`config.mk`:
```
export PLATFORM = sky130hd
export DESIGN_NAME = airi5c_wb_writeback
export DESIGN_NICKNAME = d
export VERILOG_FILES = /design/src/rtl/airi5c_wb_writeback.sv
export SDC_FILE = /design/constraint.sdc
export NUM_CORES = 1
export LEC_CHECK = 0
export ABC_CLOCK_PERIOD_IN_PS = 3000
export BUFFER_PORTS_ARGS = -buffer_cell sky130_fd_sc_hd__buf_2
export CORE_ASPECT_RATIO = 2
export CORE_MARGIN = 10
export CORE_UTILIZATION = 36
export CTS_BUF_LIST = sky130_fd_sc_hd__clkbuf_2
export CTS_CLUSTER_SIZE = 16
export DETAILED_ROUTE_END_ITERATION = 16
export GPL_ROUTABILITY_DRIVEN = 0
export PLACE_DENSITY = 0.62
export SYNTH_ARGS = -nofsm -noshare
export SYNTH_HDL_FRONTEND = slang
export SYNTH_SLANG_ARGS = --single-unit
```
`constraint.sdc`:
```
create_clock -name clk_i -period 3 [get_ports clk_i]
set_input_delay 0 -clock clk_i [delete_from_list [all_inputs] [get_ports clk_i]]
set_output_delay 0 -clock clk_i [all_outputs]
set_load 0.03 [all_outputs]
```
`src/rtl/airi5c_wb_writeback.sv`:
```
// Writeback stage: picks the result source, aligns load data, sequences 64-bit
// PCPI results as two writes and drives the registered register-file write port.
module airi5c_wb_writeback #(
  parameter int XPR_LEN        = 32,
  parameter int MEM_TYPE_WIDTH = 3
) (
  input  logic                      clk_i,
  input  logic                      rst_i,
  input  logic                      prev_killed_WB_i,
  input  logic                      had_ex_WB_i,
  input  logic                      wb_en_i,
  input  logic [1:0]                wb_src_sel_i,
  input  logic [XPR_LEN-1:0]        inst_wb_i,
  input  logic [XPR_LEN-1:0]        alu_out_wb_i,
  input  logic [XPR_LEN-1:0]        csr_rdata_wb_i,
  input  logic [MEM_TYPE_WIDTH-1:0] dmem_type_wb_i,
  input  logic [XPR_LEN-1:0]        dmem_rdata_i,
  input  logic                      dmem_rvalid_i,
  input  logic [XPR_LEN-1:0]        pcpi_rd_wb_i,
  input  logic [XPR_LEN-1:0]        pcpi_rd2_wb_i,
  input  logic                      pcpi_use_rd64_wb_i,
  output logic                      stall_WB_o,
  output logic                      rf_we_o,
  output logic [4:0]                rf_waddr_o,
  output logic [XPR_LEN-1:0]        rf_wdata_o,
  output logic                      retire_o
);

  localparam logic [1:0] SRC_ALU  = 2'd0;
  localparam logic [1:0] SRC_MEM  = 2'd1;
  localparam logic [1:0] SRC_CSR  = 2'd2;
  localparam logic [1:0] SRC_PCPI = 2'd3;

  localparam logic [MEM_TYPE_WIDTH-1:0] MT_LB  = MEM_TYPE_WIDTH'(0);
  localparam logic [MEM_TYPE_WIDTH-1:0] MT_LH  = MEM_TYPE_WIDTH'(1);
  localparam logic [MEM_TYPE_WIDTH-1:0] MT_LW  = MEM_TYPE_WIDTH'(2);
  localparam logic [MEM_TYPE_WIDTH-1:0] MT_LBU = MEM_TYPE_WIDTH'(4);
  localparam logic [MEM_TYPE_WIDTH-1:0] MT_LHU = MEM_TYPE_WIDTH'(5);

  typedef enum logic [1:0] {
    ST_IDLE     = 2'd0,
    ST_WAIT_MEM = 2'd1,
    ST_WRITE_HI = 2'd2
  } state_t;

  // Extract and extend the addressed byte/half; unknown types pass the raw word.
  function automatic logic [XPR_LEN-1:0] load_align(
    input logic [MEM_TYPE_WIDTH-1:0] mtype,
    input logic [1:0]                off,
    input logic [XPR_LEN-1:0]        rdata
  );
    logic [7:0]         byte_v;
    logic [15:0]        half_v;
    logic [XPR_LEN-1:0] res_v;
    byte_v = rdata[{off, 3'b000} +: 8];
    half_v = off[1] ? rdata[31:16] : rdata[15:0];
    case (mtype)
      MT_LB:   res_v = {{(XPR_LEN-8){byte_v[7]}}, byte_v};
      MT_LBU:  res_v = {{(XPR_LEN-8){1'b0}}, byte_v};
      MT_LH:   res_v = {{(XPR_LEN-16){half_v[15]}}, half_v};
      MT_LHU:  res_v = {{(XPR_LEN-16){1'b0}}, half_v};
      MT_LW:   res_v = rdata;
      default: res_v = rdata;
    endcase
    return res_v;
  endfunction

  state_t             state_r;
  state_t             next_state_s;
  logic               valid_s;
  logic [4:0]         rd_s;
  logic [XPR_LEN-1:0] load_data_s;
  logic               stall_s;
  logic               we_s;
  logic [4:0]         waddr_s;
  logic [XPR_LEN-1:0] wdata_s;
  logic               retire_s;
  logic               hi_load_s;
  logic [4:0]         hi_addr_r;
  logic [XPR_LEN-1:0] hi_data_r;
  logic               rf_we_r;
  logic [4:0]         rf_waddr_r;
  logic [XPR_LEN-1:0] rf_wdata_r;
  logic               retire_r;
  logic               unused_inst_bits_s;

  assign valid_s            = ~prev_killed_WB_i & ~had_ex_WB_i;
  assign rd_s               = inst_wb_i[11:7];
  assign load_data_s        = load_align(dmem_type_wb_i, alu_out_wb_i[1:0], dmem_rdata_i);
  assign unused_inst_bits_s = ^{inst_wb_i[XPR_LEN-1:12], inst_wb_i[6:0]};

  // Writeback decision: next state, stall and the write to capture this cycle.
  always_comb begin
    next_state_s = state_r;
    stall_s      = 1'b0;
    we_s         = 1'b0;
    waddr_s      = 5'd0;
    wdata_s      = {XPR_LEN{1'b0}};
    retire_s     = 1'b0;
    hi_load_s    = 1'b0;
    case (state_r)
      ST_IDLE: begin
        if (!valid_s) begin
          retire_s = 1'b0;
        end else if (!wb_en_i) begin
          retire_s = 1'b1;
        end else begin
          waddr_s = rd_s;
          case (wb_src_sel_i)
            SRC_ALU: begin
              we_s     = 1'b1;
              wdata_s  = alu_out_wb_i;
              retire_s = 1'b1;
            end
            SRC_CSR: begin
              we_s     = 1'b1;
              wdata_s  = csr_rdata_wb_i;
              retire_s = 1'b1;
            end
            SRC_MEM: begin
              if (dmem_rvalid_i) begin
                we_s     = 1'b1;
                wdata_s  = load_data_s;
                retire_s = 1'b1;
              end else begin
                stall_s      = 1'b1;
                next_state_s = ST_WAIT_MEM;
              end
            end
            SRC_PCPI: begin
              we_s    = 1'b1;
              wdata_s = pcpi_rd_wb_i;
              // Low half goes out now; the retire travels with the high half.
              if (pcpi_use_rd64_wb_i) begin
                stall_s      = 1'b1;
                hi_load_s    = 1'b1;
                next_state_s = ST_WRITE_HI;
              end else begin
                retire_s = 1'b1;
              end
            end
            default: begin
              we_s = 1'b0;
            end
          endcase
        end
      end
      ST_WAIT_MEM: begin
        if (dmem_rvalid_i) begin
          we_s         = 1'b1;
          waddr_s      = rd_s;
          wdata_s      = load_data_s;
          retire_s     = 1'b1;
          next_state_s = ST_IDLE;
        end else begin
          stall_s = 1'b1;
        end
      end
      ST_WRITE_HI: begin
        we_s         = 1'b1;
        waddr_s      = hi_addr_r;
        wdata_s      = hi_data_r;
        retire_s     = 1'b1;
        next_state_s = ST_IDLE;
      end
      default: begin
        next_state_s = ST_IDLE;
      end
    endcase
  end

  // State, captured high-half and registered register-file port.
  always_ff @(posedge clk_i or posedge rst_i) begin
    if (rst_i) begin
      state_r    <= ST_IDLE;
      hi_addr_r  <= 5'd0;
      hi_data_r  <= {XPR_LEN{1'b0}};
      rf_we_r    <= 1'b0;
      rf_waddr_r <= 5'd0;
      rf_wdata_r <= {XPR_LEN{1'b0}};
      retire_r   <= 1'b0;
    end else begin
      state_r    <= next_state_s;
      rf_we_r    <= we_s & (waddr_s != 5'd0);
      rf_waddr_r <= waddr_s;
      rf_wdata_r <= wdata_s;
      retire_r   <= retire_s;
      if (hi_load_s) begin
        hi_addr_r <= rd_s + 5'd1;
        hi_data_r <= pcpi_rd2_wb_i;
      end else begin
        hi_addr_r <= hi_addr_r;
        hi_data_r <= hi_data_r;
      end
    end
  end

  assign stall_WB_o = stall_s & ~rst_i;
  assign rf_we_o    = rf_we_r;
  assign rf_waddr_o = rf_waddr_r;
  assign rf_wdata_o = rf_wdata_r;
  assign retire_o   = retire_r;

endmodule

```
# After elaboration in Yosys (flattened, before gate mapping)
# Cells that the tools add are included.
# totals
regBits	78
latch_bits	0
ram_bits	0
mem_bits_ro	0
inputBits	204
output_inout_bits	40
wordCells	74
mem_count	0
# op_classes
add_sub_neg	1
n_mul	0
div_mod_pow	0
n_lt_le_gt_ge	0
n_eq_ne	14
n_shift	1
n_mux	38
n_bitwise	6
reduce_logical	7
# op_table
op	count
32-bit case mux with 4 select lines	2
32-bit two-way mux	3
32-bit case mux with 3 select lines	1
32-bit by 6-bit variable part select with 8-bit output	1
16-bit two-way mux	1
5-bit two-way mux	3
5-bit case mux with 3 select lines	1
1-bit two-way mux	14
2-bit two-way mux	5
1-bit case mux with 3 select lines	3
2-bit case mux with 2 select lines	2
2-bit equality test, second input constant	3
3-bit equality test, second input constant	2
2-bit != test, second input constant	3
3-bit != test, second input constant	2
1-bit case mux with 2 select lines	3
6-bit AND reduction	1
5-bit by 1-bit adder with 5-bit output, second input constant	1
5-bit nonzero test	1
2-bit by 1-bit equality test with 1-bit output, second input constant	2
2-bit zero test	2
1-bit AND	3
3-bit by 1-bit equality test with 1-bit output, second input constant	1
3-bit zero test	1
other kinds (4)	6

# Depth between registers and ports, before layout
# Gate-level depths: netlist of the first run.
# logic_depth
word_depth	7
mapped_depth	7
mapped_depth_nobuf	5

# Worst setup path after synthesis of the first run
# Ideal clock, no wire load.
# synth_path
path_type	input port to output port
start	input port rst_i
end	output port stall_WB_o
arrival_time_ns	2.075
required_time_ns	3.000
path_slack_ns	0.925
path_stages	2
path_buffers	0
path_cell_list	inv_1 > o21a_1
# synth_via
elab_chain_cells	2
# synth_rtl
item	line	rtl
from (decl)	8	input logic rst_i,
1-bit inverter	198	assign stall_WB_o = stall_s & ~rst_i;
1-bit AND	198	
to (decl)	22	output logic stall_WB_o,
# No other way between the ends.

# Worst setup path in the final report of the first run
# layout_path
start	register state_r[0]
end	register rf_wdata_r[19] (netlist: rf_wdata_o[19])
# layout_via
elab_chain_cells	2
elab_cells_between_ends	4
cone_classes	2 x eq/ne; 1 x mux; 1 x reduce/logical
# layout_rtl
item	line	rtl
from (decl)	68	state_t state_r;
from (signal assigned)	183	state_r <= next_state_s;
2-bit equality test, or another cell as far along	101	case (state_r)
32-bit case mux with 3 select lines *	101	
named net wdata_s[19]	76	logic [XPR_LEN-1:0] wdata_s;
to (signal assigned)	180	rf_wdata_r <= {XPR_LEN{1'b0}};
to (signal assigned)	186	rf_wdata_r <= wdata_s;
to (decl)	83	logic [XPR_LEN-1:0] rf_wdata_r;
# The timed path passes the listed nets; every way through them passes the cells marked *.
# A chain may end at the register's enable or synchronous reset.

==> flow_summary.ini, run 1 <==
[floorplan]
floorplan.io_pins = 244
chipHeight_um = 185
placement_rows = 60
fp.dieArea_um2 = 19000
floorplan.initialDensity = 0.366
core_area_um2 = 13400
dieWidth_um = 103

[detailed_routing]
remaining_drc_errors = 0
drt-wirelength-per-cell_um = 20.5
route.vias.total = 5812
vias_per_cell = 5.49
firstDrtPassIters = 5
postRouteAntennaNets = 0
detail_route.iter0.violations = 332
total_length_of_routed_wires_um = 21700

[synth]
synth_enable_flop_cells = 0
yosys_warnings = 0
ys_seq_elements = 78
mapped_avg_cell_area_um2 = 8.87
synth_sequential_area_ratio = 0.397
netlist-cell-type-count = 64
synthFlopType = sky130_fd_sc_hd__dfrtp_1
synth_nets = 759
synth_cells = 554
share_of_flip_flops_with_an_asynchronous_set_or_reset_after_synthesis = 1.00
synth_area_um2 = 4910

[setup_path]
worst_setup_path_end_kind = flip-flop
worstSetupStartpointType = flip-flop
cp_data_required_time_ns = 3.49
timing.critical_path.mode_cell = sky130_fd_sc_hd__dlygate4sd3_1
worstPathCellList = nor2b_1 > buf_4 > o22ai_1 > dlygate4sd3_1 > o21ai_0 > dlygate4sd3_1
cp_data_arrival_time_ns = 3.37
timing.critical_path.slowest_cell_delay_ns = 0.59
critical_path_peak_fanout = 10
setup.worst_path.class = reg -> reg
critical_path_slowest_stage_cell = sky130_fd_sc_hd__nor2b_1

[placement]
hpwl_um = 16100
numPortBuffers = 216
dpl_cell_area_um2 = 6090

[cts]
cts_max_level = 3
post_cts_buffers = 0
cts_buffers = 9
tritoncts_num_sinks = 78
clkTransAtPathRegs_ns = 0.27
cts.root.buffer_cell = sky130_fd_sc_hd__clkbuf_2
clk-insertion-delay-late_ns = 0.57
cts.path.max_buffers = 2
cts_tree = built

[sta]
fin_tns_setup_ns = 0
slew_violations = 0
tightest_slew_ns = 0.673
skew_ns = 0.0264
slew_headroom = 0.549
finalWorstPathRequiredPeriod_ns = 2.87
grt_setup_unrepaired = false
endpoints_failing_hold = 0
setup_violations = 0
maxClockFrequency_mhz = 348
fin_crit_sh = 0.957

[layout]
filler_instances = 1202
area.sequential_um2 = 1950
layout.cells.most_common_list = sky130_fd_sc_hd__buf_2, sky130_fd_sc_hd__dlygate4sd3_1, sky130_fd_sc_hd__nand2_1
layout_commonest_cell = sky130_fd_sc_hd__buf_2
postLayoutCellArea_um2 = 7690
multi_input_combinational_cell_area_um2 = 2720
syn2layout_area_growth_pct = 56.6
fin_util = 0.573
post_route_cells_drive_above_1_share = 0.301
nNetsFinal = 1100

[global_routing]
number_of_antenna_violations_at_the_first_check_in_global_routing = 5
first_global_vias = 6299
grt_usage = 0.227
grt_pass1_wl_um = 33100
grt_start_max_net_pins = 50
gr-total-overflow = 0

[min_path]
worst_hold_path_type = in -> async

[run_status]
run_status = completed

[pwr]
power_density_nw_per_um2 = 347
total_leakage_power_nw = 3.93
post-layout-total-power_w = 0.00267
power.ir.vdd_worst_v = 0.000193

[flow_run]
max-cap-violations = 0
path summary, 6_finish.rpt:
| path | from | endpoint | slack (ns) | cells after the start |
|---|---|---|---|---|
| max | state_r[0] | rf_wdata_o[19] | 0.13 | 6 |
| max in group asynchronous | rst_i | hi_data_r[3] | 2.20 | 4 |
| min | rst_i | rf_waddr_o[2] | 0.001 | 3 |
| max reg2reg | state_r[0] | rf_wdata_o[19] | 0.13 | 6 |
| min in group clk_i | csr_rdata_wb_i[4] | rf_wdata_o[4] | 0.08 | 5 |
| min reg2reg | hi_data_r[10] | hi_data_r[10] | 0.50 | 2 |
layout make-up:
type / count / share of cell area
Clock inverter: 7 / 0.0127
Antenna cell: 4 / 0.00130
Tap cell: 155 / 0.0252
Sequential cell: 78 / 0.254
Inverter: 11 / 0.00553
Timing Repair Buffer: 375 / 0.343
Clock buffer: 9 / 0.00585
Multi-Input combinational cell: 420 / 0.353
per-stage QoR:
stage / hold WS, ns / instances / setup slack (ns)
after detailed placement: 0.104 / 894 / 0.887
after global placement: 0.0935 / 894 / 0.972
final: 0.00142 / 1059 / 0.128
after floorplan: 0.105 / 554 / 0.925
after global routing: 0.00476 / 1059 / 0.0498
after CTS: 0.00468 / 1055 / 0.0168
sequential cells by signal, summed over array words and instances (netlist names):
| register | cells |
|---|---|
| state_r | 2 |
| retire_o | 1 |
| rf_we_o | 1 |
| hi_data_r | 32 |
| rf_waddr_o | 5 |
| hi_addr_r | 5 |
| rf_wdata_o | 32 |
report_power, final:
part           switching, W  internal (W)
logic              0.000375      0.000368
registers         0.0000597       0.00116
clock network      0.000422      0.000279
cells by family after synthesis:
family,Yosys count,synth area share
simple gates,202,0.194
flops,78,0.397
mux,43,0.0940
fa+ha+maj,1,0.00255
xor+xnor,3,0.00535
buf+inv,56,0.0512
compound gates,171,0.255
synthesized netlist by cell type (6+ instances only):
cell	instances	area share
sky130_fd_sc_hd__o211ai_1	7	0.011
sky130_fd_sc_hd__o22ai_1	10	0.013
sky130_fd_sc_hd__mux2i_1	36	0.073
sky130_fd_sc_hd__o21ai_0	33	0.034
sky130_fd_sc_hd__a22oi_1	24	0.037
sky130_fd_sc_hd__nand2b_1	8	0.010
sky130_fd_sc_hd__nand2_1	123	0.094
sky130_fd_sc_hd__buf_1	6	0.0046
sky130_fd_sc_hd__nand3_1	8	0.0081
sky130_fd_sc_hd__o32ai_1	10	0.018
sky130_fd_sc_hd__buf_2	15	0.015
sky130_fd_sc_hd__o2bb2ai_1	18	0.032
sky130_fd_sc_hd__o221ai_1	14	0.025
sky130_fd_sc_hd__clkbuf_1	20	0.015
sky130_fd_sc_hd__inv_1	9	0.0069
sky130_fd_sc_hd__nor2_1	22	0.017
sky130_fd_sc_hd__dfrtp_1	78	0.40
sky130_fd_sc_hd__o211a_1	8	0.016
sky130_fd_sc_hd__a21oi_1	18	0.018
layer usage:
metal	vias up	routed length (um)	GRT usage
li1	2724	-	-
met1	2747	7720	0.237
met2	264	11300	0.391
met3	75	1470	0.0508
met4	2	1170	0.148
met5	-	7	0
critical path: cells and delay by family, from the launching register on:
kind,cells,cell delay [ns]
buffers and inverters,3,1.43
DFF,1,0.52
and+or+nand+nor,1,0.59
AOI/OAI and AO/OA,2,0.27
timing repair:
item                       CTS  global route
resized for setup            0             2
hold endpoints to repair   132             0
setup endpoints to repair    0             1
hold buffers               145             0
Power figures use the tool's default switching activity.
==> inputs of run 2 (changes only) <==
--- a/config.mk
+++ b/config.mk
@@ -5,6 +5,7 @@
 export SDC_FILE = /design/constraint.sdc
 export NUM_CORES = 1
 export LEC_CHECK = 0
+export ABC_AREA = 1
 export ABC_CLOCK_PERIOD_IN_PS = 3000
 export BUFFER_PORTS_ARGS = -buffer_cell sky130_fd_sc_hd__buf_2
 export CORE_ASPECT_RATIO = 2
@@ -14,7 +15,7 @@
 export CTS_CLUSTER_SIZE = 16
 export DETAILED_ROUTE_END_ITERATION = 16
 export GPL_ROUTABILITY_DRIVEN = 0
-export PLACE_DENSITY = 0.62
+export PLACE_DENSITY = 0.61
 export SYNTH_ARGS = -nofsm -noshare
 export SYNTH_HDL_FRONTEND = slang
 export SYNTH_SLANG_ARGS = --single-unit
==> flow_summary.ini, run 2 <==
[cts]
cts_hold_repair.buffers = 163
clkTransAtPathRegs_ns = 0.22
post_cts_buffers = 0
clk-insertion-delay-late_ns = 0.56
cts_buffers = 9
tritoncts_num_sinks = 78
post_cts_resize_count = 0
cts.path.max_buffers = 2
cts.root.buffer_cell = sky130_fd_sc_hd__clkbuf_2
cts_tree = built
cts_max_level = 3

[min_path]
worst_hold_path_stage_count = 6
worst_hold_path_type = in -> reg
min_to = hi_data_r[3]
worstHoldStart = pcpi_use_rd64_wb_i

[global_routing]
number_of_antenna_violations_at_the_first_check_in_global_routing = 5
first_global_vias = 7082
grt_start_max_net_pins = 42
grt_usage = 0.223
grt_pass1_wl_um = 36100
gr-total-overflow = 0

[sta]
slew_headroom = 0.368
setup_violations = 0
slew_violations = 0
maxClockFrequency_mhz = 365
tightest_slew_ns = 0.946
skew_ns = 0.0330
fin_tns_setup_ns = 0
fin_crit_sh = 0.914
holdWs_ns = 0.0469
grt_setup_unrepaired = false
finalWorstPathRequiredPeriod_ns = 2.74
endpoints_failing_hold = 0

[detailed_routing]
drt-wirelength-per-cell_um = 16.6
remaining_drc_errors = 0
total_length_of_routed_wires_um = 23600
detail_route.iter0.violations = 329
firstDrtPassIters = 6
postRouteAntennaNets = 0
route.vias.total = 6965
vias_per_cell = 4.89

[pwr]
power_report.internal_total_w = 0.00181
power.ir.vdd_worst_v = 0.000191
share_clk_of_total_power = 0.240
swShare = 0.327
share_comb_of_total_power = 0.308
power_density_nw_per_um2 = 323
total_leakage_power_nw = 4.64
p_switching_w = 0.000882
share_seq_of_total_power = 0.452

[setup_path]
r2r-end = rf_wdata_o[28]
cp_data_arrival_time_ns = 3.23
setup.worst_path.class = in -> reg
reg2reg_slack_ns = 0.49
worstSetupStartpointType = primary input
worst_setup_path_end_kind = flip-flop
cp_data_required_time_ns = 3.49
reg2reg_from = state_r[1]
critical_path_peak_fanout = 32
r2r_cells = 8

[synth]
synth.top_cells.by_area = sky130_fd_sc_hd__dfrtp_1, sky130_fd_sc_hd__nand2_1, sky130_fd_sc_hd__nand3_1
ys_seq_elements = 78
synth_cells = 865
synth_area_um2 = 5380
share_of_flip_flops_with_an_asynchronous_set_or_reset_after_synthesis = 1.00
synth_nets = 1070
synthFlopType = sky130_fd_sc_hd__dfrtp_1
synth_enable_flop_cells = 0
yosys.cell_count.top_type = sky130_fd_sc_hd__nand2_1
cell_type_with_the_highest_aggregate_area_in_the_netlist = sky130_fd_sc_hd__dfrtp_1
yosys_warnings = 0
netlist-cell-type-count = 29
synthDominantCellAreaShare = 0.363
synth_sequential_area_ratio = 0.363
mapped_avg_cell_area_um2 = 6.21
synth_top_cells_by_count = sky130_fd_sc_hd__nand2_1, sky130_fd_sc_hd__nand3_1, sky130_fd_sc_hd__nor2_1

[floorplan]
floorplan.initialDensity = 0.365
chipHeight_um = 193
floorplan.io_pins = 244
placement_rows = 63
fp.dieArea_um2 = 20500
dieWidth_um = 106
core_area_um2 = 14700

[layout]
stdcell_count = 1423
nNetsFinal = 1423
layout.cells.most_common_list = sky130_fd_sc_hd__nand2_1, sky130_fd_sc_hd__buf_2, sky130_fd_sc_hd__dlygate4sd3_1
post_route_cells_drive_above_1_share = 0.211
layout_commonest_cell = sky130_fd_sc_hd__nand2_1
fin_util = 0.566
postLayoutCellArea_um2 = 8350
syn2layout_area_growth_pct = 55.3

[placement]
dpl_cell_area_um2 = 6580
numPortBuffers = 216
hpwl_um = 17100
place.detailed.instances = 1239

[run_status]
run_status = completed

[flow_run]
max-cap-violations = 0
==> run 2: cell count changes in the layout (fill, tap and decap cells not counted), sizes merged, moves of 20 or more <==
cell   change
inv       +66
nand2    +234
mux2i     -36
nor2      +60
a22oi     -24
nand3     +79
a21oi     +20
nor3      +31
==> run 2: area by class of cell <==
class	count	area [um2]
clock buffer	10	50.0
sequential	78	1950
clock inverter	5	75.1
inverter	79	299
antenna	6	15.0
tap	195	244
multi-input combinational	658	2890
fill	1505	6390
timing repair buffer	392	2820
==> run 2: cell families after synthesis <==
kind of cell    after synthesis  synth area share
fa+ha+maj                     1           0.00233
simple gates                563             0.430
buf+inv                     129             0.101
flops                        78             0.363
xor+xnor                      3           0.00489
compound gates               91            0.0987
==> run 2: routing by layer <==
metal | share of wire | vias up | global-route usage
met5 | 0.00055 | - | 0
met3 | 0.058 | 55 | 0.0452
met4 | 0.038 | 2 | 0.106
li1 | - | 3453 | -
met1 | 0.37 | 3204 | 0.226
met2 | 0.54 | 251 | 0.420
==> run 2: stage by stage <==
| step | total power [W] | setup slack [ns] |
|---|---|---|
| final | 0.00269 | 0.258 |
| after global placement | 0.00188 | 1.06 |
| after floorplan | 0.00163 | 1.00 |
| after CTS | 0.00271 | 0.310 |
| after global routing | 0.00285 | 0.108 |
| after detailed placement | 0.00189 | 1.07 |
==> run 2: critical path, stage by stage <==
cell	delay (ns)
sky130_fd_sc_hd__dlygate4sd3_1	0.53
sky130_fd_sc_hd__buf_2	0.12
sky130_fd_sc_hd__nor2_2	0.06
sky130_fd_sc_hd__dlygate4sd3_1	0.70
sky130_fd_sc_hd__nand3_1	0.14
sky130_fd_sc_hd__buf_4	0.29
sky130_fd_sc_hd__nor2_1	0.16
sky130_fd_sc_hd__nand2_1	0.07
sky130_fd_sc_hd__dlygate4sd3_1	0.55
sky130_fd_sc_hd__nand2_1	0.06
sky130_fd_sc_hd__dlygate4sd3_1	0.53
==> run 2: power groups by stage <==
stage          Combinational (W)  Sequential (W)  Clock, W
6_report                0.000830         0.00122  0.000647
5_1_grt                 0.000917         0.00123  0.000706
4_1_cts                 0.000823         0.00122  0.000670
3_5_place_dp            0.000650         0.00124         0
3_3_place_gp            0.000642         0.00123         0
2_1_floorplan           0.000366         0.00127         0
==> run 2: worst max-delay path by stage <==
stage | depth (start not counted) | slack [ns] | from | endpoint
3_3_place_gp | 7 | 1.06 | wb_src_sel_i[1] | hi_addr_r[4]
2_1_floorplan | 1 | 1.00 | rst_i | hi_addr_r[0]
5_1_grt | 9 | 0.11 | dmem_rvalid_i | stall_WB_o
6_report | 11 | 0.26 | had_ex_WB_i | rf_wdata_o[28]
3_5_place_dp | 7 | 1.07 | wb_src_sel_i[1] | hi_addr_r[4]
4_1_cts | 11 | 0.31 | had_ex_WB_i | rf_wdata_o[27]
==> inputs of run 3 (changes only) <==
--- a/config.mk
+++ b/config.mk
@@ -5,7 +5,6 @@
 export SDC_FILE = /design/constraint.sdc
 export NUM_CORES = 1
 export LEC_CHECK = 0
-export ABC_AREA = 1
 export ABC_CLOCK_PERIOD_IN_PS = 3000
 export BUFFER_PORTS_ARGS = -buffer_cell sky130_fd_sc_hd__buf_2
 export CORE_ASPECT_RATIO = 2
@@ -15,7 +14,7 @@
 export CTS_CLUSTER_SIZE = 16
 export DETAILED_ROUTE_END_ITERATION = 16
 export GPL_ROUTABILITY_DRIVEN = 0
-export PLACE_DENSITY = 0.61
+export PLACE_DENSITY = 0.64
 export SYNTH_ARGS = -nofsm -noshare
 export SYNTH_HDL_FRONTEND = slang
 export SYNTH_SLANG_ARGS = --single-unit
==> flow_summary.ini, run 3 (synthesis results as in run 1) <==
[pwr]
power_density_nw_per_um2 = 346
power.ir.vdd_worst_v = 0.000275
post-layout-total-power_w = 0.00267
total_leakage_power_nw = 3.95

[global_routing]
first_global_vias = 6509
grt_pass1_wl_um = 33700
number_of_antenna_violations_at_the_first_check_in_global_routing = 8
grt_start_max_net_pins = 50
gr-total-overflow = 0
grt_usage = 0.232

[cts]
cts_buffers = 9
clk-insertion-delay-late_ns = 0.59
cts_tree = built
cts.root.buffer_cell = sky130_fd_sc_hd__clkbuf_2
cts.path.max_buffers = 2
tritoncts_num_sinks = 78
clkTransAtPathRegs_ns = 0.24
cts_max_level = 3

[sta]
skew_ns = 0.0347
grt_setup_unrepaired = false
slew_violations = 0
endpoints_failing_hold = 0
slew_headroom = 0.534
maxClockFrequency_mhz = 348
setup_violations = 0
fin_tns_setup_ns = 0
fin_crit_sh = 0.957
finalWorstPathRequiredPeriod_ns = 2.87
tightest_slew_ns = 0.697

[setup_path]
timing.critical_path.slowest_cell_delay_ns = 0.63
worstSetupStartpointType = flip-flop
cp_data_required_time_ns = 3.48
critical_path_peak_fanout = 12
reg2reg_slack_ns = 0.13
cp_data_arrival_time_ns = 3.35
timing.critical_path.max_delay_family = buffers and inverters
timing.critical_path.buf_inv = 3
worst_setup_path_end_kind = flip-flop
setup.worst_path.class = reg -> reg
timing.critical_path.mode_cell = sky130_fd_sc_hd__dlygate4sd3_1
worstPathCellList = nor2_1 > buf_4 > nand2_1 > a21oi_1 > dlygate4sd3_1 > a221o_1 > dlygate4sd3_1
critical_path_slowest_stage_cell = sky130_fd_sc_hd__dfrtp_1

[floorplan]
dieWidth_um = 103
floorplan.io_pins = 244
chipHeight_um = 185
core_area_um2 = 13400
floorplan.initialDensity = 0.366
placement_rows = 60
fp.dieArea_um2 = 19000

[detailed_routing]
firstDrtPassIters = 6
remaining_drc_errors = 0
vias_per_cell = 5.60
detail_route.iter0.violations = 342
total_length_of_routed_wires_um = 22400
postRouteAntennaNets = 0
route.vias.total = 5958
drt-wirelength-per-cell_um = 21.0

[layout]
syn2layout_area_growth_pct = 57.0
stdcell_count = 1064
layout_commonest_cell = sky130_fd_sc_hd__buf_2
layout.cells.most_common_list = sky130_fd_sc_hd__buf_2, sky130_fd_sc_hd__dlygate4sd3_1, sky130_fd_sc_hd__nand2_1
postLayoutCellArea_um2 = 7710
post_route_cells_drive_above_1_share = 0.303
nNetsFinal = 1102

[placement]
numPortBuffers = 216
dpl_cell_area_um2 = 6090
place.detailed.instances = 895
hpwl_um = 16300

[min_path]
worst_hold_path_type = in -> reg

[flow_run]
max-cap-violations = 0

[run_status]
run_status = completed
[run 3: area by class of cell]
type | count | area [um2]
flip-flops and latches | 78 | 1950
diodes | 7 | 17.5
clock inverters | 6 | 86.3
inverters | 11 | 42.5
well taps | 155 | 194
repair buffers | 377 | 2660
fillers | 1207 | 5720
multi-input cells | 420 | 2710
clock buffers | 10 | 50.0
[run 3: worst paths after layout]
path | startpoint | end | depth (start not counted)
worst max register to register | state_r[0] | rf_wdata_o[9] | 7
max in group asynchronous | rst_i | retire_o | 5
worst min-delay path | csr_rdata_wb_i[4] | rf_wdata_o[4] | 5
min in group asynchronous | rst_i | hi_data_r[9] | 4
worst min register to register | hi_data_r[10] | hi_data_r[10] | 2
worst max-delay path | state_r[0] | rf_wdata_o[9] | 7
[run 3: per-layer routing]
metal	wire (um)	part of all wire	track usage	vias up
met5	12	0.00054	0	-
li1	-	-	-	2732
met2	11900	0.53	0.404	279
met3	1440	0.064	0.0545	73
met1	7780	0.35	0.230	2872
met4	1240	0.056	0.168	2
[run 3: per-stage QoR]
step	hold slack, ns	utilization	setup slack, ns
2_1_floorplan	0.105	-	0.925
3_3_place_gp	0.195	0.454	1.07
3_5_place_dp	0.192	0.454	1.01
4_1_cts	0.00330	0.570	0.0860
5_1_grt	0.0294	0.574	0.0741
6_report	0.0186	0.574	0.129
[run 3: power by group]
| group | leakage (nW) | internal (W) | total (W) | switching (W) |
|---|---|---|---|---|
| sequential | 1.04 | 0.00116 | 0.00123 | 0.0000639 |
| clock | 0.0836 | 0.000278 | 0.000690 | 0.000412 |
| combinational | 2.82 | 0.000369 | 0.000750 | 0.000380 |
| total | 3.95 | 0.00181 | 0.00267 | 0.000856 |
[run 3: worst register-to-register path: stages (launching register included)]
cell and delay (ns):
sky130_fd_sc_hd__dfrtp_1 0.63, sky130_fd_sc_hd__nor2_1 0.12, sky130_fd_sc_hd__buf_4 0.20, sky130_fd_sc_hd__nand2_1 0.32
sky130_fd_sc_hd__a21oi_1 0.08, sky130_fd_sc_hd__dlygate4sd3_1 0.58, sky130_fd_sc_hd__a221o_1 0.26, sky130_fd_sc_hd__dlygate4sd3_1 0.56
[run 3: repair_timing]
item / 4_1_cts / 5_1_grt
endpoints found under the hold margin: 115 / 0
hold buffers: 143 / 0
setup endpoints to repair: 0 / 2
resized for setup: 0 / 0
setup buffers: 0 / 3
